### config.mk
export PLATFORM = sky130hd
export DESIGN_NAME = game_state_ctrl
export DESIGN_NICKNAME = d
export VERILOG_FILES = /design/src/rtl/game_state_ctrl.sv
export SDC_FILE = /design/constraint.sdc
export NUM_CORES = 1
export LEC_CHECK = 0
export CORE_UTILIZATION = 30
export DETAILED_ROUTE_END_ITERATION = 6
export SYNTH_ARGS = -nofsm -noshare
export SYNTH_HDL_FRONTEND = slang
export SYNTH_SLANG_ARGS = --single-unit
### constraint.sdc
create_clock -name clk -period 2.68 [get_ports clk]
set_clock_uncertainty 0.15 [all_clocks]
set_input_delay 0.268 -clock clk [delete_from_list [all_inputs] [get_ports clk]]
set_output_delay 0.268 -clock clk [all_outputs]
set_load 0.1 [all_outputs]
### src/rtl/game_state_ctrl.sv
// Purpose : top-level snake game FSM (INIT/BASIC/INV/RESPAWN/DEAD/WIN[/PAUSE]) with
//           invincibility countdown, life counter and win-length compare.
// Latency : 1 cycle, inputs sampled on clk and every output registered; no backpressure.
// Ports   : clk, reset (sync, active-high), start, tick, snake_len, touch_edge/poison/
//           self/barrier/ifruit (valid with tick), pause_req (GAME_PAUSE_EN only) ->
//           state, inv_left, lives_left, life_lost, game_over.
// Config  : define GAME_PAUSE_EN to add the pause_req port and the PAUSE state (6).
//           Without it, pause_req is absent and encoding 6 is treated as unused.
module game_state_ctrl #(
    parameter int LEN_W         = 6,
    parameter int WIN_LEN       = 20,
    parameter int INV_TICKS     = 5,
    parameter int RESPAWN_TICKS = 2,
    parameter int LIVES         = 3,
    parameter int CNT_W         = 4,
    parameter int LIFE_W        = 2
) (
    input  logic              clk,
    input  logic              reset,
    input  logic              start,
    input  logic              tick,
    input  logic [LEN_W-1:0]  snake_len,
    input  logic              touch_edge,
    input  logic              touch_poison,
    input  logic              touch_self,
    input  logic              touch_barrier,
    input  logic              touch_ifruit,
`ifdef GAME_PAUSE_EN
    input  logic              pause_req,
`endif
    output logic [2:0]        state,
    output logic [CNT_W-1:0]  inv_left,
    output logic [LIFE_W-1:0] lives_left,
    output logic              life_lost,
    output logic              game_over
);

    localparam logic [2:0] S_INIT    = 3'd0;
    localparam logic [2:0] S_BASIC   = 3'd1;
    localparam logic [2:0] S_INV     = 3'd2;
    localparam logic [2:0] S_DEAD    = 3'd3;
    localparam logic [2:0] S_WIN     = 3'd4;
    localparam logic [2:0] S_RESPAWN = 3'd5;
`ifdef GAME_PAUSE_EN
    localparam logic [2:0] S_PAUSE   = 3'd6;
`endif

    localparam logic [LEN_W-1:0]  WIN_L  = LEN_W'(WIN_LEN);
    localparam logic [CNT_W-1:0]  INV_L  = CNT_W'(INV_TICKS);
    localparam logic [CNT_W-1:0]  RESP_L = CNT_W'(RESPAWN_TICKS);
    localparam logic [LIFE_W-1:0] LIVE_L = LIFE_W'(LIVES);

    logic [CNT_W-1:0]  resp_cnt;
    logic [2:0]        state_n;
    logic [CNT_W-1:0]  inv_n;
    logic [CNT_W-1:0]  resp_n;
    logic [LIFE_W-1:0] lives_n;
    logic              lost_n;
    logic              do_lose;
    logic              fatal_b;
    logic              fatal_i;
    logic              win;
`ifdef GAME_PAUSE_EN
    logic [2:0]        saved_state;
    logic [2:0]        saved_n;
`endif

    // Poison only hurts while vulnerable; win is checked on every cycle.
    assign fatal_b = touch_edge | touch_poison | touch_self | touch_barrier;
    assign fatal_i = touch_edge | touch_self | touch_barrier;
    assign win     = (snake_len >= WIN_L);

    always_comb begin
        state_n = state;
        inv_n   = inv_left;
        resp_n  = resp_cnt;
        lives_n = lives_left;
        lost_n  = 1'b0;
        do_lose = 1'b0;
`ifdef GAME_PAUSE_EN
        saved_n = saved_state;
`endif
        case (state)
            S_INIT: begin
                inv_n = '0;
                if (start) begin
                    state_n = S_BASIC;
                    lives_n = LIVE_L;
                end
            end
            S_BASIC: begin
                inv_n = '0;
                if (tick && fatal_b) begin
                    do_lose = 1'b1;
                end else if (win) begin
                    state_n = S_WIN;
                end else if (tick && touch_ifruit) begin
                    state_n = S_INV;
                    inv_n   = INV_L;
                end
            end
            S_INV: begin
                if (tick && fatal_i) begin
                    do_lose = 1'b1;
                end else if (win) begin
                    state_n = S_WIN;
                    inv_n   = '0;
                end else if (tick && touch_ifruit) begin
                    inv_n = INV_L;
                end else if (tick) begin
                    // Saturating countdown; reaching zero ends invincibility.
                    if (inv_left <= CNT_W'(1)) begin
                        inv_n   = '0;
                        state_n = S_BASIC;
                    end else begin
                        inv_n = inv_left - CNT_W'(1);
                    end
                end
            end
            S_RESPAWN: begin
                inv_n = '0;
                if (tick) begin
                    if (resp_cnt <= CNT_W'(1)) begin
                        resp_n  = '0;
                        state_n = S_BASIC;
                    end else begin
                        resp_n = resp_cnt - CNT_W'(1);
                    end
                end
            end
            S_DEAD, S_WIN: begin
                inv_n = '0;
                if (start) begin
                    state_n = S_INIT;
                end
            end
`ifdef GAME_PAUSE_EN
            S_PAUSE: begin
                // Everything frozen; only the resume toggle matters.
                if (pause_req) begin
                    state_n = saved_state;
                end
            end
`endif
            default: begin
                state_n = S_INIT;
                inv_n   = '0;
            end
        endcase

        if (do_lose) begin
            inv_n  = '0;
            lost_n = 1'b1;
            if (lives_left > LIFE_W'(1)) begin
                lives_n = lives_left - LIFE_W'(1);
                resp_n  = RESP_L;
                state_n = S_RESPAWN;
            end else begin
                lives_n = '0;
                state_n = S_DEAD;
            end
        end

`ifdef GAME_PAUSE_EN
        // Pause overrides any same-cycle event and keeps all counters as they are.
        if (pause_req && (state == S_BASIC || state == S_INV || state == S_RESPAWN)) begin
            state_n = S_PAUSE;
            saved_n = state;
            inv_n   = inv_left;
            resp_n  = resp_cnt;
            lives_n = lives_left;
            lost_n  = 1'b0;
        end
`endif
    end

    always_ff @(posedge clk) begin
        if (reset) begin
            state      <= S_INIT;
            inv_left   <= '0;
            resp_cnt   <= '0;
            lives_left <= LIVE_L;
            life_lost  <= 1'b0;
            game_over  <= 1'b0;
`ifdef GAME_PAUSE_EN
            saved_state <= S_INIT;
`endif
        end else begin
            state      <= state_n;
            inv_left   <= inv_n;
            resp_cnt   <= resp_n;
            lives_left <= lives_n;
            life_lost  <= lost_n;
            game_over  <= (state_n == S_DEAD) || (state_n == S_WIN);
`ifdef GAME_PAUSE_EN
            saved_state <= saved_n;
`endif
        end
    end

endmodule

==> results of run 1 <==
## cell usage in the layout (no fill, tap or decap), drive strengths merged, types with 3 or more instances in the layout
cell type	Yosys	final
nor2	18	18
dfxtp	15	15
buf	0	14
clkdlybuf4s50	0	12
nand2	8	8
a21oi	8	8
nor3	7	7
inv	6	6
o21ai	6	6
nor2b	5	5
ha	4	4
clkbuf	4	4
or3	3	3
nor4	3	3
## cell type report
cell class	count	area share [%]
clock buffer	4	2.10
inverter	6	1.80
multi-input combinational	98	49.7
sequential	15	24.1
tap	44	4.39
timing repair buffer	26	18.0
## logic make-up after synthesis
group                    synth area share [%]
AND/OR/NAND/NOR                          34.6
AO/OA/AOI/OAI                            19.9
buffers and inverters                    3.91
XOR/XNOR                                 2.73
multiplexers                             2.34
flip-flops                               31.3
adder cells (fa/ha/maj)                  5.21
## metal layers
| metal | wire, um | global-route usage [%] | share of wire (%) | up-vias |
|---|---|---|---|---|
| met4 | 21 | 5.10 | 0.94 | 0 |
| met3 | 69 | 2.20 | 3.1 | 2 |
| met5 | 0 | 0 | 0 | - |
| met2 | 993 | 23.3 | 45 | 21 |
| met1 | 1140 | 19.1 | 51 | 447 |
| li1 | - | - | - | 496 |
## critical path, stage by stage, from the launching register on
cell,delay [ns]
dfxtp_1,0.39
and2b_2,0.29
or4b_4,0.50
or3_1,0.42
o21ai_0,0.21
a22oi_1,0.13
nor3_2,0.12
## registers in the layout (all words and copies together), names as in the netlist
| signal | count |
|---|---|
| state | 3 |
| lives_left | 2 |
| resp_cnt | 4 |
| game_over | 1 |
| life_lost | 1 |
| inv_left | 4 |
## power breakdown
part	total [mW]	internal, mW	switching, mW	leakage, nW
logic	0.334	0.110	0.224	0.329
clock network	0.121	0.0575	0.0637	0.0150
registers	0.276	0.245	0.0309	0.122
## per-stage QoR
step / cell area [um^2] / instances / util [%] / power (mW)
final: 1250 / 193 / 41.1 / 0.731
after global placement: 1230 / 189 / 40.2 / 0.612
after floorplan: 962 / 123 / - / 0.526
after CTS: 1250 / 193 / 41.1 / 0.740
after global routing: 1250 / 193 / 41.1 / 0.782
after detailed placement: 1230 / 189 / 40.2 / 0.615
## final timing paths
check / startpoint / to / slack (ns)
max reg2reg: state[0]$_SDFF_PP0_ / inv_left[3]$_SDFFE_PP0P_ / 0.40
min: resp_cnt[3]$_SDFF_PP0_ / resp_cnt[3]$_SDFF_PP0_ / 0.38
max: state[0]$_SDFF_PP0_ / inv_left[3]$_SDFFE_PP0P_ / 0.40
min reg2reg: resp_cnt[3]$_SDFF_PP0_ / resp_cnt[3]$_SDFF_PP0_ / 0.38
==> flow_metrics.env, run 1 <==
export IMPL_ys_async_sr_fraction_pct=0
export IMPL_rr_worst_depth=6
export IMPL_layout_nets=169
export IMPL_slew_headroom_pct=69.4
export IMPL_post_drt_wl_per_cell_um=11.5
export IMPL_synthCells=123
export IMPL_fin_tns_setup_ns=0
export IMPL_ys_top_cells_by_count="nor2_1 (18), dfxtp_1 (15), a21oi_1 (8), nand2_1 (8)"
export IMPL_grt_setup_unrepaired="false"
export IMPL_ctsResizeCount=0
export IMPL_max_freq_mhz=438
export IMPL_cp_max_fo=9
export IMPL_syn_nets=142
export IMPL_setup_ws_ns=0.399
export IMPL_holdWs_ns=0.380
export IMPL_hold_viol_final=0
export IMPL_clk_latency_ns=0.27
export IMPL_cts_buffers=3
export IMPL_yosysTopAreaCellShare_pct=31.3
export IMPL_area_growth_pct=30.5
export IMPL_final_period_utilization_pct=85.1
export IMPL_clk_path_buf_depth=2
export IMPL_start_util_pct=31.5
export IMPL_multi_input_area_um2=623
export IMPL_synth_flop_cell="dfxtp_1"
export IMPL_worst_slew_pin_slew_ns=0.457
export IMPL_die_w_um=58.6
export IMPL_status="completed"
export IMPL_end_kind="flop"
export IMPL_ctsHoldBuffers=0
export IMPL_crit_type="reg -> reg"
export IMPL_seq_area_um2=302
export IMPL_ys_ff_latch=15
export IMPL_grt_overflow=0
export IMPL_vias=966
export IMPL_cts_tree="yes"
export IMPL_first_pass_iters=4
export IMPL_ys_types=37
export IMPL_grt_max_degree=14
export IMPL_ir_drop_v=0.000399
export IMPL_place_gp_congestion=0.885
export IMPL_synth_edf_count=0
export IMPL_core_rowCount=20
export IMPL_cap_violations=0
export IMPL_clockRootBuffer="clkbuf_4"
export IMPL_holdPathStages=2
export IMPL_drive_gt1_share_pct=17.4
export IMPL_layout_min_cycle_time_ns=2.28
export IMPL_slew_violations=0
export IMPL_yosys_area_top_type="dfxtp_1"
export IMPL_hpwl_mm=1.79
export IMPL_post_synth_cell_area_avg_um2=7.81
export IMPL_hold_path_class="reg -> reg"
export IMPL_htreeDepth=1
export IMPL_power_density_mw_per_mm2=583
export IMPL_cts_clk_slew_worst_paths_ns=0.08
export IMPL_fp_dieArea_mm2=0.00343
export IMPL_antenna_cells=0
export IMPL_ys_warn_count=0
export IMPL_cp_start_kind="flop"
export IMPL_post_synth_top_count_cell="nor2_1"
export IMPL_core_area_mm2=0.00305
export IMPL_cp_arrival_ns=2.33
export IMPL_antenna_found_initial=0
export IMPL_fp_dieH_um=58.6
export IMPL_via_per_inst=5.01
export IMPL_synthTopCellsByArea="dfxtp_1 (31%), nor2_1 (7.0%), ha_1 (5.2%)"
export IMPL_cts_setup_buffers=0
export IMPL_port_buffers=23
export IMPL_fillers=336
export IMPL_route_detailed_drc=0
export IMPL_worstPathRequired_ns=2.73
export IMPL_seq_area_frac_synth_pct=31.3
export IMPL_clock_sinks=15
export IMPL_grt_pass1_vias=890
export IMPL_ant_nets=0
export IMPL_grt_pass1_wl_mm=3.83
export IMPL_syn_area_um2=961
export IMPL_grtUsageTotal_pct=14.3
export IMPL_post_place_ws_ns=0.137
export IMPL_num_io_pins=26
export IMPL_power_leakage_nw=0.467
export IMPL_drt_iter0_drc=18
export IMPL_totalWireLength_mm=2.22
export IMPL_setup_viol=0
No activity file was read; power rests on OpenSTA's default activity.
==> run 2: changes to the inputs <==
TNS_END_PERCENT = 30   (was not set)
==> results of run 2 <==
Final layout, timing and power as in run 1 (identical DEF).
==> run 3: changes to the inputs <==
CTS_BUF_LIST = sky130_fd_sc_hd__clkbuf_16   (was not set)
clock period = 2.2 ns   (was 2.68 ns; I/O delays follow)
==> flow_metrics.env, run 3 (same netlist as run 1, synthesis figures left out) <==
export IMPL_hpwl_mm=1.98
export IMPL_end_kind="flop"
export IMPL_drt_iter0_drc=30
export IMPL_clk_latency_ns=0.24
export IMPL_slew_headroom_pct=67.1
export IMPL_place_gp_congestion=0.913
export IMPL_max_freq_mhz=472
export IMPL_slew_violations=0
export IMPL_grt_overflow=0
export IMPL_layout_common_cells="buf_4 (26), nor2_1 (18), clkdlybuf4s50_1 (12)"
export IMPL_port_buffers=23
export IMPL_die_w_um=58.6
export IMPL_grt_max_degree=14
export IMPL_antenna_found_initial=0
export IMPL_reg2reg_slack_ns=0.14
export IMPL_rr_worst_depth=6
export IMPL_area_growth_pct=52.9
export IMPL_grtUsageTotal_pct=15.6
export IMPL_post_drt_wl_per_cell_um=12.5
export IMPL_ctsResizeCount=0
export IMPL_fp_dieH_um=58.6
export IMPL_power_density_mw_per_mm2=772
export IMPL_grt_use_met1_pct=20.0
export IMPL_fp_dieArea_mm2=0.00343
export IMPL_largestRegisters="inv_left x4, resp_cnt x4, state x3"
export IMPL_via_per_inst=4.97
export IMPL_clk_path_buf_depth=2
export IMPL_pwr_share_seq_pct=30.1
export IMPL_crit_type="in -> reg"
export IMPL_vias=1018
export IMPL_fillers=305
export IMPL_core_rowCount=20
export IMPL_p_clk_share_pct=29.7
export IMPL_setup_ws_ns=0.0807
export IMPL_timing_rr_end="inv_left[3]$_SDFFE_PP0P_"
export IMPL_htreeDepth=1
export IMPL_multi_input_area_um2=678
export IMPL_core_area_mm2=0.00305
export IMPL_cp_max_fo=4
export IMPL_num_io_pins=26
export IMPL_status="completed"
export IMPL_hold_path_class="reg -> reg"
export IMPL_cellInternalPower_uw=706
export IMPL_layout_nets=181
export IMPL_holdPathEnd="resp_cnt[3]$_SDFF_PP0_"
export IMPL_cts_setup_buffers=0
export IMPL_swShare_pct=37.8
export IMPL_cp_arrival_ns=2.13
export IMPL_worstPathRequired_ns=2.21
export IMPL_switchingPower_uw=428
export IMPL_crit_start="snake_len[2]"
export IMPL_hold_viol_final=0
export IMPL_worst_slew_pin_slew_ns=0.491
export IMPL_ctsHoldBuffers=0
export IMPL_clock_sinks=15
export IMPL_final_cells=205
export IMPL_top_usage_layer="met2"
export IMPL_grt_pass1_vias=934
export IMPL_r2r_start="state[0]$_SDFF_PP0_"
export IMPL_cts_tree="yes"
export IMPL_cap_violations=0
export IMPL_power_leakage_nw=0.565
export IMPL_cts_clk_slew_worst_paths_ns=0.04
export IMPL_cp_start_kind="input port"
export IMPL_ir_drop_v=0.000512
export IMPL_setup_viol=0
export IMPL_antenna_cells=0
export IMPL_layout_commonest_cell="buf_4"
export IMPL_dp_cells=201
export IMPL_drive_gt1_share_pct=31.7
export IMPL_utilization_pct=48.1
export IMPL_gr_usage_met3_pct=1.10
export IMPL_holdWs_ns=0.400
export IMPL_grt_pass1_wl_mm=4.13
export IMPL_hp_start="resp_cnt[3]$_SDFF_PP0_"
export IMPL_start_util_pct=31.5
export IMPL_layout_min_cycle_time_ns=2.12
export IMPL_cts_buffers=3
export IMPL_clockRootBuffer="clkbuf_16"
export IMPL_holdPathStages=2
export IMPL_first_pass_iters=4
export IMPL_final_period_utilization_pct=96.3
export IMPL_pwr_share_comb_pct=40.2
export IMPL_ant_nets=0
export IMPL_post_place_ws_ns=-0.205
export IMPL_seq_area_um2=319
export IMPL_met2_usage_pct=26.8
export IMPL_totalWireLength_mm=2.57
export IMPL_totalPowerFinal_mw=1.13
export IMPL_route_detailed_drc=0
==> run 3: metrics by stage <==
stage	area (um^2)	TNS [ns]
2_1_floorplan	990	-0.0503
3_3_place_gp	1350	-0.952
3_5_place_dp	1350	-1.10
4_1_cts	1420	0
5_1_grt	1470	-0.000193
6_report	1470	0
==> run 3: worst max-delay path, stage by stage <==
cell	delay, ns
clkdlybuf4s50_1	0.40
o21a_1	0.22
or4b_4	0.51
or3_4	0.37
nor3b_2	0.16
a22oi_1	0.09
nor3_2	0.16
==> run 3: power groups by stage <==
stage | logic (mW) | clock network, mW | registers (mW)
floorplan | 0.162 | 0 | 0.481
global placement | 0.432 | 0 | 0.344
detailed placement | 0.436 | 0 | 0.345
CTS | 0.438 | 0.345 | 0.340
global route | 0.487 | 0.360 | 0.348
finish | 0.456 | 0.337 | 0.342
==> run 3: worst max-delay path by stage <==
stage	end	cells after the start	slack [ns]
CTS	game_over$_SDFF_PP0_	7	0.01
global placement	game_over$_SDFF_PP0_	7	-0.24
floorplan	inv_left[3]$_SDFFE_PP0P_	6	-0.05
global route	inv_left[2]$_SDFFE_PP0P_	7	-0.0002
finish	inv_left[3]$_SDFFE_PP0P_	7	0.08
detailed placement	game_over$_SDFF_PP0_	7	-0.21
==> run 3: area by class of cell <==
class                      instances  area share (%)
inverter                           6            1.53
timing repair buffer              38            21.5
clock buffer                       3            5.11
multi-input combinational         98            46.2
clock inverter                     1           0.256
sequential                        15            21.7
tap                               44            3.75
==> run 3: routing by layer <==
metal / wire (um) / up-vias
met1: 1210 / 481
met3: 79 / 2
met4: 27 / 0
met5: 0 / -
li1: - / 517
met2: 1250 / 18
